[src/rtl/dac_pkg.sv]
// Shared types and constants for the LTC2624 DAC path: FSM states, command/address
// codes and the 32-bit frame packing used by both the SPI transmitter and the DAC control logic.
package dac_pkg;

    typedef enum logic [1:0] {
        IDLE,
        SHIFT,
        TAIL,
        DONE
    } dac_state_t;

    localparam int         FRAME_BITS       = 32;
    localparam logic [3:0] CMD_WRITE_UPDATE = 4'b0011;
    localparam logic [3:0] CMD_NOP          = 4'b1111;
    localparam logic [3:0] ADDR_ALL         = 4'b1111;

    // LTC2624 32-bit word: 8 don't-care bits, command, address, 12-bit code, 4 don't-care bits.
    function automatic logic [31:0] pack_frame(input logic [3:0]  cmd,
                                               input logic [3:0]  addr,
                                               input logic [11:0] code);
        return {8'h00, cmd, addr, code, 4'h0};
    endfunction

endpackage

[src/rtl/dac_sck_gen.sv]
// SPI clock divider: registered sck toggling every SCK_HALF enabled cycles, with rise/fall
// strobes that mark the clock edge on which sck will change. clr forces sck low and the count to 0.
module dac_sck_gen #(
    parameter int SCK_HALF = 2
) (
    input  logic CLK50MHZ,
    input  logic clr,
    input  logic en,
    output logic sck,
    output logic rise_en,
    output logic fall_en
);

    localparam int CW = (SCK_HALF > 1) ? $clog2(SCK_HALF) : 1;
    localparam logic [CW-1:0] CNT_LAST = CW'(SCK_HALF - 1);

    logic [CW-1:0] cnt;
    logic          tick;

    assign tick    = en && (cnt == CNT_LAST);
    assign rise_en = tick && !sck;
    assign fall_en = tick && sck;

    always_ff @(posedge CLK50MHZ) begin
        if (clr) begin
            cnt <= '0;
            sck <= 1'b0;
        end else if (en) begin
            if (cnt == CNT_LAST) begin
                cnt <= '0;
                sck <= ~sck;
            end else begin
                cnt <= cnt + 1'b1;
            end
        end
    end

endmodule

[src/rtl/dac_spi_tx.sv]
// LTC2624 SPI transmitter: latches {cmd, addr, data} on dactrig, shifts a 32-bit frame MSB-first
// under DAC_CS and pulses dacdone. Optional echo capture into rdback when DAC_READBACK_EN is defined.
module dac_spi_tx
    import dac_pkg::*;
#(
    parameter int SCK_HALF   = 2,
    parameter int FRAME_BITS = 32
) (
    input  logic        CLK50MHZ,
    input  logic        RST,
    input  logic [11:0] data,
    input  logic [3:0]  address,
    input  logic [3:0]  command,
    input  logic        dactrig,
    output logic        dacdone,
    output logic        busy,
    output logic        SPI_SCK,
    output logic        SPI_MOSI,
    output logic        DAC_CS,
    output logic        DAC_CLR,
    input  logic        SPI_MISO,
    output logic [31:0] rdback
);

    localparam int BCW = $clog2(FRAME_BITS);

    dac_state_t            state, nstate;
    logic [FRAME_BITS-1:0] shreg;
    logic [BCW-1:0]        bitcnt;
    logic                  sck, rise_en, fall_en;
    logic                  sck_run, sck_clr;

    assign sck_run = (state == SHIFT) || (state == TAIL);
    // Clearing whenever the next state is not a shifting state keeps the first low phase full length.
    assign sck_clr = RST || !((nstate == SHIFT) || (nstate == TAIL));

    dac_sck_gen #(
        .SCK_HALF (SCK_HALF)
    ) u_sck (
        .CLK50MHZ (CLK50MHZ),
        .clr      (sck_clr),
        .en       (sck_run),
        .sck      (sck),
        .rise_en  (rise_en),
        .fall_en  (fall_en)
    );

    always_ff @(posedge CLK50MHZ) begin
        if (RST) begin
            state <= IDLE;
        end else begin
            state <= nstate;
        end
    end

    always_comb begin
        nstate = state;
        case (state)
            IDLE:    if (dactrig) nstate = SHIFT;
            SHIFT:   if (fall_en && (bitcnt == '0)) nstate = TAIL;
            // TAIL ends one SCK half-period after the last falling edge, while SCK stays low.
            TAIL:    if (rise_en) nstate = DONE;
            DONE:    nstate = IDLE;
            default: nstate = IDLE;
        endcase
    end

    always_ff @(posedge CLK50MHZ) begin
        if (RST) begin
            shreg <= '0;
        end else if ((state == IDLE) && dactrig) begin
            shreg <= FRAME_BITS'(dac_pkg::pack_frame(command, address, data));
        end else if ((state == SHIFT) && fall_en) begin
            shreg <= {shreg[FRAME_BITS-2:0], 1'b0};
        end
    end

    always_ff @(posedge CLK50MHZ) begin
        if ((state == IDLE) && dactrig) begin
            bitcnt <= BCW'(FRAME_BITS - 1);
        end else if ((state == SHIFT) && fall_en) begin
            bitcnt <= bitcnt - 1'b1;
        end
    end

    assign SPI_SCK  = sck;
    assign SPI_MOSI = shreg[FRAME_BITS-1];
    assign DAC_CS   = !sck_run;
    assign busy     = (state != IDLE);
    assign dacdone  = (state == DONE);
    assign DAC_CLR  = ~RST;

`ifdef DAC_READBACK_EN
    logic [31:0] cap;

    always_ff @(posedge CLK50MHZ) begin
        if ((state == SHIFT) && rise_en) begin
            cap <= {cap[30:0], SPI_MISO};
        end
    end

    // Published on entry to DONE so rdback is already valid during the dacdone cycle.
    always_ff @(posedge CLK50MHZ) begin
        if (RST) begin
            rdback <= '0;
        end else if ((state == TAIL) && rise_en) begin
            rdback <= cap;
        end
    end
`else
    logic unused_miso;

    assign unused_miso = SPI_MISO;
    assign rdback      = '0;
`endif

endmodule

[config.mk]
export PLATFORM = sky130hd
export DESIGN_NAME = dac_spi_tx
export DESIGN_NICKNAME = d
export VERILOG_FILES = /design/src/rtl/dac_pkg.sv /design/src/rtl/dac_sck_gen.sv /design/src/rtl/dac_spi_tx.sv
export SDC_FILE = /design/constraint.sdc
export NUM_CORES = 1
export LEC_CHECK = 0
export ABC_AREA = 1
export BUFFER_PORTS_ARGS = -buffer_cell sky130_fd_sc_hd__buf_2
export CORE_MARGIN = 10
export CORE_UTILIZATION = 39
export CTS_CLUSTER_SIZE = 16
export DETAILED_ROUTE_END_ITERATION = 12
export PLACE_DENSITY_LB_ADDON = 0.1
export SLEW_MARGIN = 0
export SYNTH_ARGS = -nofsm -noshare
export SYNTH_HDL_FRONTEND = slang
export SYNTH_SLANG_ARGS = --single-unit
export TNS_END_PERCENT = 100
[constraint.sdc]
create_clock -name CLK50MHZ -period 4.5 [get_ports CLK50MHZ]
set_input_delay 0.9 -clock CLK50MHZ [delete_from_list [all_inputs] [get_ports CLK50MHZ]]
set_output_delay 0.9 -clock CLK50MHZ [all_outputs]
set_load 0.05 [all_outputs]
; Word-level counts from Yosys, hierarchy flattened
; Cells that the tools add are included.
[classes]
n_addsub = 2
eq_ne = 5
n_mux = 7
bitwise_logic = 2
reduce_logical = 18
[ops]
columns = operator, count
row1 = two-way mux 24 bit, 2
row2 = one-hot mux 2 bit (4 select lines), 1
row3 = "equality test 2 bit, second input constant", 3
row4 = logical AND 1 bit, 6
row5 = two-way mux 2 bit, 3
row6 = zero test 5 bit, 1
row7 = "subtractor 5 x 1 -> 5 bit, second input constant", 1
row8 = "equality test 2 x 1 -> 1 bit, second input constant", 2
row9 = nonzero test 2 bit, 2
row10 = zero test 1 bit, 3
row11 = logical OR 1 bit, 3
row12 = zero test 2 bit, 1
row13 = inverter 1 bit, 2
row14 = AND reduction 2 bit, 1
row15 = OR reduction 2 bit, 1
row16 = "adder 1 bit, second input constant", 1
row17 = two-way mux 1 bit, 1
[totals]
reg_bits = 37
output_inout_bits = 38
elab_cells = 40

; Longest topological paths before layout
[logic_depth]
word_depth = 11
mapped_depth = 12

; Cells and area by module
; From an unflattened synthesis, not the netlist that was laid out.
[hier_totals]
cells_unflattened = 249
hier_area_um2 = 1919.3
[by_module_without_submodules]
columns = module, n_inst, cells_per_inst, area_per_inst_um2, seq_area_each_um2
row1 = dac_spi_tx, 1, 236, 1835.5, 700.7
row2 = dac_sck_gen, 1, 13, 83.8, 40.0

; Worst setup path after synthesis
; No wires, ideal clock.
[synth_timing]
kind = input to output
start = input port RST
end = output port DAC_CLR
t_arrival_ns = 1.762
required_time_ns = 3.600
setup_slack_ns = 1.838
path_stages = 3
path_buffers = 2
path_cell_list = buf_2 inv_1 clkbuf_1
[synth_between]
elab_chain_len = 1
[synth_lines]
columns = item, line_no
row1 = from (decl), dac_spi_tx.sv:10  ; input logic RST,
row2 = inverter 1 bit, dac_spi_tx.sv:91  ; assign DAC_CLR = ~RST;
row3 = to (decl), dac_spi_tx.sv:20  ; output logic DAC_CLR,
; No other way between the ends.

; Worst setup path after layout
; Ends and elaborated chain as after synthesis.

==> metrics.txt <==
via count 1527; Final Total Pwr 1.18 mW; Layout Utilization 43.3%; most used cell, CP buf_2; Leak 0.932 nW; worst path arrival time 1.74 ns; vias in the first global route 1514; crit path kind input port to output port; Worst VDD drop 0.253 mV; kind of start point of the critical path input port; Synth Area in Adders 5.16%; Initial Util 40.5%; gpl congestion 0.791; Distinct cells, synth 25; #FFs+latches synth 37; n_diodes 0; Fin. Hold Viols 0; Final Hold Slack 0.464 ns; top cells by area, synth dfxtp_1 38%, nand2_1 13%, buf_4 12%; DR DRC count 0; Critical Path Sink Type output port; Avg WL per Cell 11.2 um; die area 0.00819 mm2; # IOs 62; hold_sp shreg[26]; largest net degree at the start of global routing 25; Vias/cell 4.36; Worst Path Required 3.60 ns; area grow syn2layout 6.97%; Cells after Synth 258; initial antenna violation count 0; max_cap viols 0; number of detailed-route iterations in the first pass 4; port bufs 28; Synth Area in XOR/XNOR 0.903%; Synth Area in Simple Gates 22.0%; fin crit period 2.64 ns; Ys Warns 0; critical path's slowest cell buf_2; final setup violating endpoints 0; hold_buf cts 0; Synth top area share 38.2%; DP HPWL 2800 um; cell area after synthesis 0.00194 mm2; Syn Area/Cell 7.52 um2; 1st-iter DRT viols 65; postcts setup bufs 0; mux share of post-synthesis cell area 0%; commonest non-fill, non-tap cell in the layout nand2_1; cell breakdown of the critical path buf_2 -> inv_1 -> buf_2; Clock Latency Late Sink 0.29 ns; hold depth 2; grt ovf 0; DRT antenna net count 0; Die Ht 90.5 um; Tot GR Track Use 9.70%; Max transition margin 52.4%; Hold Path End shreg[27]; Clock Pin Slew Worst Setup and Hold Paths 0.07 ns; max incr delay on CP 0.35 ns; H-tree depth 2; Compound-Gate Fraction of Synth Area 14.2%; most frequent cells in the layout 68 x nand2_1, 37 x dfxtp_1, 32 x conb_1; Resize count post-CTS 0; clk buf depth 2; Final #Nets 315; core region area 0.00479 mm2; r2r worst-path depth 7; # rows 25; outcome completed; R2R setup slack 2.51 ns; r2r endpoint bitcnt[3]; fraction of layout cells with a size suffix above 1 15.2%; r2r startpoint state[0]; Worst Max-Slew Pin Slew 0.713 ns; Synth area leader dfxtp_1; worst hold path class flop to flop; TritonCTS buffer count 5; RSZ-0062 raised after global routing false; Clock Sinks 37; Final Skew 0.00560 ns; largest family of logic cells by synthesized area simple AND/OR/NAND/NOR gates; clk root buf clkbuf_8; Slew Limit Fails 0; die width 90.5 um; first-pass GRT wire length 6890 um; critical path fanouts, max 15; TNS Setup 0 ns; pwr dens 567 mW/mm2; register area share after synthesis 38.2%; fmax 378 MHz; final WL 3930 um; fin crit share 58.7%; CTS tree yes
[report_power, final]
| group | switching [mW] | internal [mW] |
|---|---|---|
| Sequential | 0.0379 | 0.390 |
| Combinational | 0.376 | 0.137 |
| Clock | 0.114 | 0.122 |
[layout make-up]
type	count	area [um2]
flip-flops and latches	37	741
multi-input cells	190	940
inverters	20	76.3
fillers	538	2710
repair buffers	29	148
clock buffers	7	86.3
well taps	67	83.8
[worst max-delay path: cells and delay by family]
kind / cells / cell delay [ns]
buffers and inverters: 3 / 0.84
[kinds of logic (layout without fill, tap and decap cells)]
family          Yosys count  in the layout
buf+inv                  62             56
compound gates           50             50
fa+ha+maj                 8              8
simple gates             98             98
flops                    37             37
xor+xnor                  2              2
other cells               1             32
[metrics by stage]
step / std cells / area (um2) / setup slack [ns]
2_1_floorplan: 289 / 2060 / 1.84
3_3_place_gp: 343 / 1990 / 1.84
3_5_place_dp: 343 / 1990 / 1.84
4_1_cts: 350 / 2070 / 1.84
5_1_grt: 350 / 2070 / 1.76
6_report: 350 / 2070 / 1.86
[layer usage]
metal	global-route usage, %	part of all wire, %
met4	3.18	1.2
met1	11.7	49
met5	0	0
met2	14.8	42
met3	4.49	7.7
[Yosys cell counts]
master	instances
nand2_1	68
nand3b_1	1
buf_6	2
clkbuf_1	3
nor2_1	9
nand2_2	1
ha_1	8
a31oi_1	20
conb_1	1
nor2_4	1
o21ai_0	15
nand2_4	2
clkinv_2	1
nor3_2	1
buf_4	32
nand3_2	1
nand3_1	12
xnor2_1	1
nor3_1	2
dfxtp_1	37
inv_2	1
buf_2	5
a21oi_1	15
inv_1	18
xor2_1	1
[state kept, by name (all words and copies together), names as in the netlist]
register	cells
shreg	28
state	2
u_sck.cnt	1
bitcnt	5
u_sck.sck	1
[worst max-delay path by stage]
stage / from / to / slack (ns)
detailed placement: RST / DAC_CLR / 1.84
floorplan: RST / DAC_CLR / 1.84
finish: RST / DAC_CLR / 1.86
global route: RST / DAC_CLR / 1.76
global placement: RST / DAC_CLR / 1.84
CTS: RST / DAC_CLR / 1.84
No activity file was read; power rests on OpenSTA's default activity.
